===== src/rtl/regfile_multiport_if.sv =====
// regfile_multiport_if
//  Groups the register-file write/read bus into one bundle.
//  Parameters:
//   DATA_W  register width in bits
//   ADDR_W  register address width
//   NUM_RD  number of read ports
//  Signals (names seen from the register file):
//   rd0_we_i, rd0_i, rd0_value_i   write port 0 (ALU/CSR writeback)
//   rd1_we_i, rd1_i, rd1_value_i   write port 1 (load/mul writeback)
//   ra_i                           packed read addresses, port k = ra_i[k*ADDR_W +: ADDR_W]
//   rv_o                           packed read data,      port k = rv_o[k*DATA_W +: DATA_W]
//   busy_o                         high while the post-reset clear sweep runs
//  Modports:
//   slave   the register file
//   master  decode/writeback side driving the bus
interface regfile_multiport_if #(
  parameter int DATA_W = 32,
  parameter int ADDR_W = 5,
  parameter int NUM_RD = 2
);
  logic                     rd0_we_i;
  logic [ADDR_W-1:0]        rd0_i;
  logic [DATA_W-1:0]        rd0_value_i;
  logic                     rd1_we_i;
  logic [ADDR_W-1:0]        rd1_i;
  logic [DATA_W-1:0]        rd1_value_i;
  logic [NUM_RD*ADDR_W-1:0] ra_i;
  logic [NUM_RD*DATA_W-1:0] rv_o;
  logic                     busy_o;

  modport slave (
    input  rd0_we_i, rd0_i, rd0_value_i,
    input  rd1_we_i, rd1_i, rd1_value_i,
    input  ra_i,
    output rv_o, busy_o
  );

  modport master (
    output rd0_we_i, rd0_i, rd0_value_i,
    output rd1_we_i, rd1_i, rd1_value_i,
    output ra_i,
    input  rv_o, busy_o
  );
endinterface


===== src/rtl/regfile_multiport.sv =====
// regfile_multiport
//  Parametrised integer register file for the RV32IM core family.
//  DEPTH x DATA_W flops, two write ports, NUM_RD combinational read ports,
//  optional hardwired-zero r0, and a post-reset sweep that zeroes every entry.
//  Optional feature macro: REGFILE_BYPASS_EN
//   defined   - a read of an entry written in the same READY cycle returns the
//               incoming write data (rd1 before rd0, dropped r0 writes never forwarded)
//   undefined - reads return the stored (pre-edge) value
//  Parameters:
//   DATA_W   register width
//   DEPTH    number of registers (power of 2, 4..64)
//   ADDR_W   address width, equal to $clog2(DEPTH)
//   NUM_RD   number of read ports (1..4)
//   R0_ZERO  1: address 0 reads 0 and writes to it are dropped
//  Ports:
//   clk_i    clock, rising edge
//   rst_i    synchronous active-high reset; restarts the clear sweep
//   rf       regfile_multiport_if.slave bus (write ports, read ports, busy_o)
module regfile_multiport #(
  parameter int DATA_W  = 32,
  parameter int DEPTH   = 32,
  parameter int ADDR_W  = 5,
  parameter int NUM_RD  = 2,
  parameter bit R0_ZERO = 1'b1
) (
  input  logic                 clk_i,
  input  logic                 rst_i,
  regfile_multiport_if.slave   rf
);

  typedef enum logic [0:0] {
    ST_CLEAR = 1'b0,
    ST_READY = 1'b1
  } state_t;

  localparam logic [ADDR_W-1:0] LAST_ADDR = ADDR_W'(DEPTH - 1);
  localparam logic [ADDR_W-1:0] ZERO_ADDR = {ADDR_W{1'b0}};
  localparam logic [ADDR_W-1:0] ONE_ADDR  = {{(ADDR_W-1){1'b0}}, 1'b1};

  state_t                   state_r;
  state_t                   state_s;
  logic [ADDR_W-1:0]        clr_r;
  logic [ADDR_W-1:0]        clr_s;
  logic                     busy_r;
  logic                     wr0_ok_s;
  logic                     wr1_ok_s;
  logic [NUM_RD*DATA_W-1:0] rv_s;
  logic [DATA_W-1:0]        mem_r [DEPTH];

  // A write to r0 is dropped when r0 is hardwired to zero.
  assign wr0_ok_s = rf.rd0_we_i && !(R0_ZERO && (rf.rd0_i == ZERO_ADDR));
  assign wr1_ok_s = rf.rd1_we_i && !(R0_ZERO && (rf.rd1_i == ZERO_ADDR));

  // State register, sweep counter and busy flag; rst_i restarts the sweep from entry 0.
  always_ff @(posedge clk_i) begin
    if (rst_i) begin
      state_r <= ST_CLEAR;
      clr_r   <= ZERO_ADDR;
      busy_r  <= 1'b1;
    end else begin
      state_r <= state_s;
      clr_r   <= clr_s;
      busy_r  <= (state_s == ST_CLEAR);
    end
  end

  // Next-state logic: CLEAR walks clr_r up to DEPTH-1, then READY holds until reset.
  always_comb begin
    state_s = state_r;
    clr_s   = clr_r;
    case (state_r)
      ST_CLEAR: begin
        clr_s = clr_r + ONE_ADDR;
        if (clr_r == LAST_ADDR) begin
          state_s = ST_READY;
        end else begin
          state_s = ST_CLEAR;
        end
      end
      ST_READY: begin
        state_s = ST_READY;
      end
      default: begin
        state_s = ST_CLEAR;
        clr_s   = ZERO_ADDR;
      end
    endcase
  end

  // Storage update: sweep zeroing in CLEAR, port writes in READY; rd1 is assigned
  // after rd0 so it wins a same-address collision.
  always_ff @(posedge clk_i) begin
    if (rst_i) begin
      // contents are left alone; the sweep that follows zeroes them
    end else if (state_r == ST_CLEAR) begin
      mem_r[clr_r] <= {DATA_W{1'b0}};
    end else begin
      if (wr0_ok_s) begin
        mem_r[rf.rd0_i] <= rf.rd0_value_i;
      end
      if (wr1_ok_s) begin
        mem_r[rf.rd1_i] <= rf.rd1_value_i;
      end
    end
  end

  // Read mux: all ports read 0 during CLEAR, r0 reads 0 when hardwired,
  // otherwise the stored value or (with bypass) the in-flight write data.
  always_comb begin : read_mux
    logic [ADDR_W-1:0] ra_v;
    rv_s = {(NUM_RD*DATA_W){1'b0}};
    ra_v = ZERO_ADDR;
    for (int k = 0; k < NUM_RD; k++) begin
      ra_v = rf.ra_i[k*ADDR_W +: ADDR_W];
      if (state_r != ST_READY) begin
        rv_s[k*DATA_W +: DATA_W] = {DATA_W{1'b0}};
      end else if (R0_ZERO && (ra_v == ZERO_ADDR)) begin
        rv_s[k*DATA_W +: DATA_W] = {DATA_W{1'b0}};
      end else begin
`ifdef REGFILE_BYPASS_EN
        // r0 with R0_ZERO never reaches here, so dropped writes are not forwarded.
        if (!rst_i && rf.rd1_we_i && (rf.rd1_i == ra_v)) begin
          rv_s[k*DATA_W +: DATA_W] = rf.rd1_value_i;
        end else if (!rst_i && rf.rd0_we_i && (rf.rd0_i == ra_v)) begin
          rv_s[k*DATA_W +: DATA_W] = rf.rd0_value_i;
        end else begin
          rv_s[k*DATA_W +: DATA_W] = mem_r[ra_v];
        end
`else
        rv_s[k*DATA_W +: DATA_W] = mem_r[ra_v];
`endif
      end
    end
  end

  assign rf.rv_o   = rv_s;
  assign rf.busy_o = busy_r;

endmodule


===== src/flat_wrapper.sv =====
// flat-port wrapper written by rule: the top's interface ports become plain ports
module regfile_multiport_flat 
#(
  parameter int DATA_W  = 32,
  parameter int DEPTH   = 32,
  parameter int ADDR_W  = 5,
  parameter int NUM_RD  = 2,
  parameter bit R0_ZERO = 1'b1
)
  (clk_i, rst_i, rf_rd0_we_i, rf_rd0_i, rf_rd0_value_i, rf_rd1_we_i, rf_rd1_i, rf_rd1_value_i, rf_ra_i, rf_rv_o, rf_busy_o);
  regfile_multiport_if #(.DATA_W(DATA_W), .ADDR_W(ADDR_W), .NUM_RD(NUM_RD)) rf_i ();
  input  logic clk_i;
  input  logic rst_i;
  input wire logic [$bits(rf_i.rd0_we_i)-1:0] rf_rd0_we_i;
  input wire logic [$bits(rf_i.rd0_i)-1:0] rf_rd0_i;
  input wire logic [$bits(rf_i.rd0_value_i)-1:0] rf_rd0_value_i;
  input wire logic [$bits(rf_i.rd1_we_i)-1:0] rf_rd1_we_i;
  input wire logic [$bits(rf_i.rd1_i)-1:0] rf_rd1_i;
  input wire logic [$bits(rf_i.rd1_value_i)-1:0] rf_rd1_value_i;
  input wire logic [$bits(rf_i.ra_i)-1:0] rf_ra_i;
  output wire logic [$bits(rf_i.rv_o)-1:0] rf_rv_o;
  output wire logic [$bits(rf_i.busy_o)-1:0] rf_busy_o;
  assign rf_i.rd0_we_i = rf_rd0_we_i;
  assign rf_i.rd0_i = rf_rd0_i;
  assign rf_i.rd0_value_i = rf_rd0_value_i;
  assign rf_i.rd1_we_i = rf_rd1_we_i;
  assign rf_i.rd1_i = rf_rd1_i;
  assign rf_i.rd1_value_i = rf_rd1_value_i;
  assign rf_i.ra_i = rf_ra_i;
  assign rf_rv_o = rf_i.rv_o;
  assign rf_busy_o = rf_i.busy_o;
  regfile_multiport #(.DATA_W(DATA_W), .DEPTH(DEPTH), .ADDR_W(ADDR_W), .NUM_RD(NUM_RD), .R0_ZERO(R0_ZERO)) u_core (.clk_i(clk_i), .rst_i(rst_i), .rf(rf_i));
endmodule

===== config.mk =====
export PLATFORM = sky130hd
export DESIGN_NAME = regfile_multiport_flat
export DESIGN_NICKNAME = d
export VERILOG_FILES = /design/src/rtl/regfile_multiport_if.sv /design/src/rtl/regfile_multiport.sv /design/src/flat_wrapper.sv
export SDC_FILE = /design/constraint.sdc
export NUM_CORES = 2
export LEC_CHECK = 0
export BUFFER_PORTS_ARGS = -buffer_cell sky130_fd_sc_hd__buf_2
export CAP_MARGIN = 10
export CELL_PAD_IN_SITES_DETAIL_PLACEMENT = 0
export CELL_PAD_IN_SITES_GLOBAL_PLACEMENT = 1
export CORE_MARGIN = 3
export CORE_UTILIZATION = 30
export DETAILED_ROUTE_END_ITERATION = 10
export PLACE_DENSITY_LB_ADDON = 0.3
export SYNTH_ARGS = -nofsm -noshare
export SYNTH_HDL_FRONTEND = slang
export SYNTH_SLANG_ARGS = --single-unit

===== constraint.sdc =====
create_clock -name clk_i -period 4.2 [get_ports clk_i]
set_input_delay 0.42 -clock clk_i [delete_from_list [all_inputs] [get_ports clk_i]]
set_output_delay 0.42 -clock clk_i [all_outputs]
set_load 0.05 [all_outputs]

==> results.py <==
metrics = {
    "status": {
        "outcome": "finished, final reports clean",
    },
    "floorplan": {
        "design.die.area_mm2": 0.194,
        "chipHeight_um": 441,
        "floorplan.io_pins": 153,
        "fp-row-count": 159,
        "initial_utilization_pct": 30.2,
        "core_region_area_mm2": 0.188,
        "die_width_um": 441,
    },
    "place": {
        "placed_cells_incl_taps": 7444,
        "place_congestion": 0.870,
        "dpl_worst_slack_ns": 0.442,
        "dp.final_hpwl_um": 152000,
        "portBuffers": 152,
        "post_dp_cell_area_mm2": 0.0612,
    },
    "routing": {
        "remaining_drc_errors": 0,
        "routed_wirelength_um": 250000,
        "final_antenna_violating_net_count": 0,
        "routed_wl_per_cell_um": 32.6,
        "drtPass1Iterations": 8,
        "drt-vias-per-instance": 5.84,
        "drt_iter0_markers": 5610,
        "dr_total_vias": 44800,
    },
    "synth": {
        "synth.distinct_cells": 52,
        "yosys_register_bits": 1000,
        "yosys_warnings": 0,
        "asyncSetResetFlopFracSynth_pct": 0,
        "synthFlopType": "edfxtp_1",
        "syn_area_mm2": 0.0568,
        "yosys.area.top_type_share_pct": 52.5,
        "synth.largest_area_cell": "edfxtp_1",
        "synth_seq_area_share_pct": 52.8,
        "synth.top_cells.by_area": "edfxtp_1 53%, o21ai_0 9.1%, mux4_2 9.0%, mux2i_1 8.3%, nand2_1 7.3%",
        "mappedNetlistNets": 5300,
        "mean_instance_size_in_the_synthesized_netlist_um2": 10.9,
        "number_of_enable_flip_flop_cells_after_synthesis": 993,
        "gate_count_post_synth": 5210,
    },
    "critical_path": {
        "reg2regPathDepth": 5,
        "critPathKind": "flop to output pin",
        "timing.critical_path.from_type": "flop",
        "cp.required_ns": 3.78,
        "setup.worst_path.end_class": "output pin",
        "maximum_fanout_along_the_worst_path": 22,
        "crit_arrival_ns": 3.65,
    },
    "sta": {
        "timing.max_slew.rel_slack_pct": 17.0,
        "period_needed_ns": 4.07,
        "setup_ws_ns": 0.128,
        "timing.final.hold_violations": 0,
        "setup_violations": 0,
        "skew_ns": 0.0279,
        "unrepaired_setup_endpoints_after_global_routing": "false",
        "tightest_slew_ns": 1.24,
        "final-max-slew-violation-count": 0,
        "max_freq_mhz": 246,
        "period_share_pct": 97.0,
        "timing.setup.tns_ns": 0,
    },
    "clocking": {
        "cts_tree": "yes",
        "cts.clk_slew.worst_paths_ns": 0.06,
        "clock-sinks": 1000,
        "cts.path.max_buffers": 3,
        "cts_post_setup_buffers_inserted": 0,
        "numCtsBuffers": 115,
        "cts-htree-levels": 3,
        "insertion_delay_ns": 0.78,
        "clock-root-buffer": "clkbuf_16",
    },
    "finish": {
        "nets": 5160,
        "area_of_the_multi_input_gates_mm2": 0.0250,
        "design_area_mm2": 0.0649,
        "post_route_cells_drive_above_1_share_pct": 17.3,
        "instances_no_fill": 7670,
        "area_growth_syn_to_layout_pct": 14.3,
        "regArea_mm2": 0.0300,
        "fill_cells": 18500,
    },
    "grt": {
        "grt_antenna_before_repair": 19,
        "grt_first_pass_wirelength_um": 343000,
        "grt_overflow": 0,
        "grt_max_degree": 65,
        "grt_pass1_vias": 42500,
        "overall_routing_resource_usage_pct": 25.2,
    },
    "power": {
        "power_frac_clock_pct": 44.6,
        "combinationalPowerShare_pct": 6.6,
        "leakage_nw": 20.2,
        "vdd_drop_max_mv": 0.379,
        "post-layout-total-power_w": 0.0223,
        "switching_power_w": 0.00540,
        "power_per_cell_area_mw_per_mm2": 343,
        "power.sequential.fraction_pct": 48.9,
        "net_switching_share_of_the_total_power_pct": 24.2,
        "power.internal_w": 0.0169,
    },
    "worst_hold_path": {
        "worst_hold_path.num_cells": 4,
        "min_path_type": "input pin to flop",
    },
    "job": {
        "max-cap-violations": 0,
    },
}
-- stage by stage --
stage / hold WS, ns / util [%]
2_1_floorplan: 0.548 / -
3_3_place_gp: 0.603 / 32.6
3_5_place_dp: 0.597 / 32.6
4_1_cts: 0.218 / 34.5
5_1_grt: 0.248 / 34.5
6_report: 0.260 / 34.5
-- cell usage in the layout, fill, tap and decap left out, types with 15 or more instances in the layout --
cell	netlist	layout
nand2_1	1100	1092
o21ai_0	1033	1033
edfxtp_1	993	993
mux2i_1	469	469
mux4_2	226	226
o22ai_1	203	187
buf_4	6	167
a22oi_1	156	156
buf_2	65	147
clkbuf_16	0	115
a221oi_1	61	61
buf_12	0	55
mux2_2	41	41
nand3_1	39	38
nand4_1	32	32
clkbuf_1	504	31
o2bb2ai_1	30	30
o21ai_1	23	23
clkinv_2	0	23
clkinv_1	0	23
nor2_4	3	18
nor2_1	34	18
o21bai_4	0	16
o22ai_4	0	15
-- state kept, by name, summed over array words and instances, names as in the netlist --
signal / cells
u_core.mem_r: 993
u_core.state_r: 1
u_core.rf.busy_o: 1
u_core.clr_r: 5
-- logic make-up after synthesis --
family | after synthesis | synth area share (%)
multiplexers | 736 | 18.0
AO/OA/AOI/OAI | 1545 | 15.5
flip-flops | 1000 | 52.8
XOR/XNOR | 3 | 0.0463
adder cells (fa/ha/maj) | 2 | 0.0441
AND/OR/NAND/NOR | 1283 | 9.15
buffers and inverters | 641 | 4.42
-- what timing repair did --
| action | CTS | global route |
|---|---|---|
| setup endpoints to repair | 0 | 2 |
| resized for setup | 0 | 1 |
| endpoints found under the hold margin | 5 | 0 |
| hold buffers | 1 | 0 |
-- final cells by class --
type / instances / area share (%)
sequential: 1000 / 46.2
multi-input combinational: 3569 / 38.5
timing repair buffer: 375 / 4.91
tap: 2495 / 4.81
clock buffer: 146 / 4.61
clock inverter: 64 / 0.889
inverter: 9 / 0.0521
antenna: 12 / 0.0463
-- cell usage after synthesis (3+ instances only) --
library cell,count
o22ai_1,203
nor2_1,34
nand2_1,1100
dfxtp_1,7
mux2i_1,469
o21ai_1,23
buf_2,65
mux2_2,41
inv_1,9
buf_1,57
nand4b_1,3
nor2_4,3
nand3_1,39
buf_4,6
nor2b_1,8
nor3b_1,3
or2_2,5
clkbuf_1,504
nor4b_1,4
a221oi_1,61
mux4_2,226
nor4_1,16
a22oi_1,156
edfxtp_1,993
o21bai_1,16
and3_1,4
o21ai_0,1033
a41oi_1,4
nand4_1,32
nor3_1,9
a21oi_1,8
o2bb2ai_1,30
nand3b_1,5
nand2b_1,7
-- worst max-delay path, stage by stage, from the launching register on --
cell and delay [ns]:
dfxtp_1 0.66, and2_2 0.26, and2_2 0.80, buf_4 0.41, a221oi_1 0.12, nand3_1 0.27
buf_2 0.33
-- power by group through the flow --
stage / Clock (W) / Sequential (W) / Combinational, W
2_1_floorplan: 0 / 0.0111 / 0.000863
3_3_place_gp: 0 / 0.0111 / 0.00144
3_5_place_dp: 0 / 0.0111 / 0.00144
4_1_cts: 0.0101 / 0.0109 / 0.00145
5_1_grt: 0.0104 / 0.0109 / 0.00152
6_report: 0.00993 / 0.0109 / 0.00147
-- routing by layer --
layer / global-route usage [%] / wire length (um) / vias up
li1: - / - / 19400
met1: 33.9 / 102000 / 22500
met2: 39.0 / 112000 / 2405
met3: 3.66 / 19500 / 557
met4: 14.2 / 16500 / 2
met5: 0 / 13 / -
-- path summary, 6_finish.rpt --
kind                          end  slack (ns)               from
max                   rf_rv_o[55]        0.13     u_core.state_r
min            u_core.mem_r[1][0]        0.26  rf_rd0_value_i[0]
max reg2reg  u_core.mem_r[29][24]        0.37     u_core.state_r
min reg2reg       u_core.clr_r[0]        0.61    u_core.clr_r[0]
Note: power is estimated with default switching activity, not from simulation.
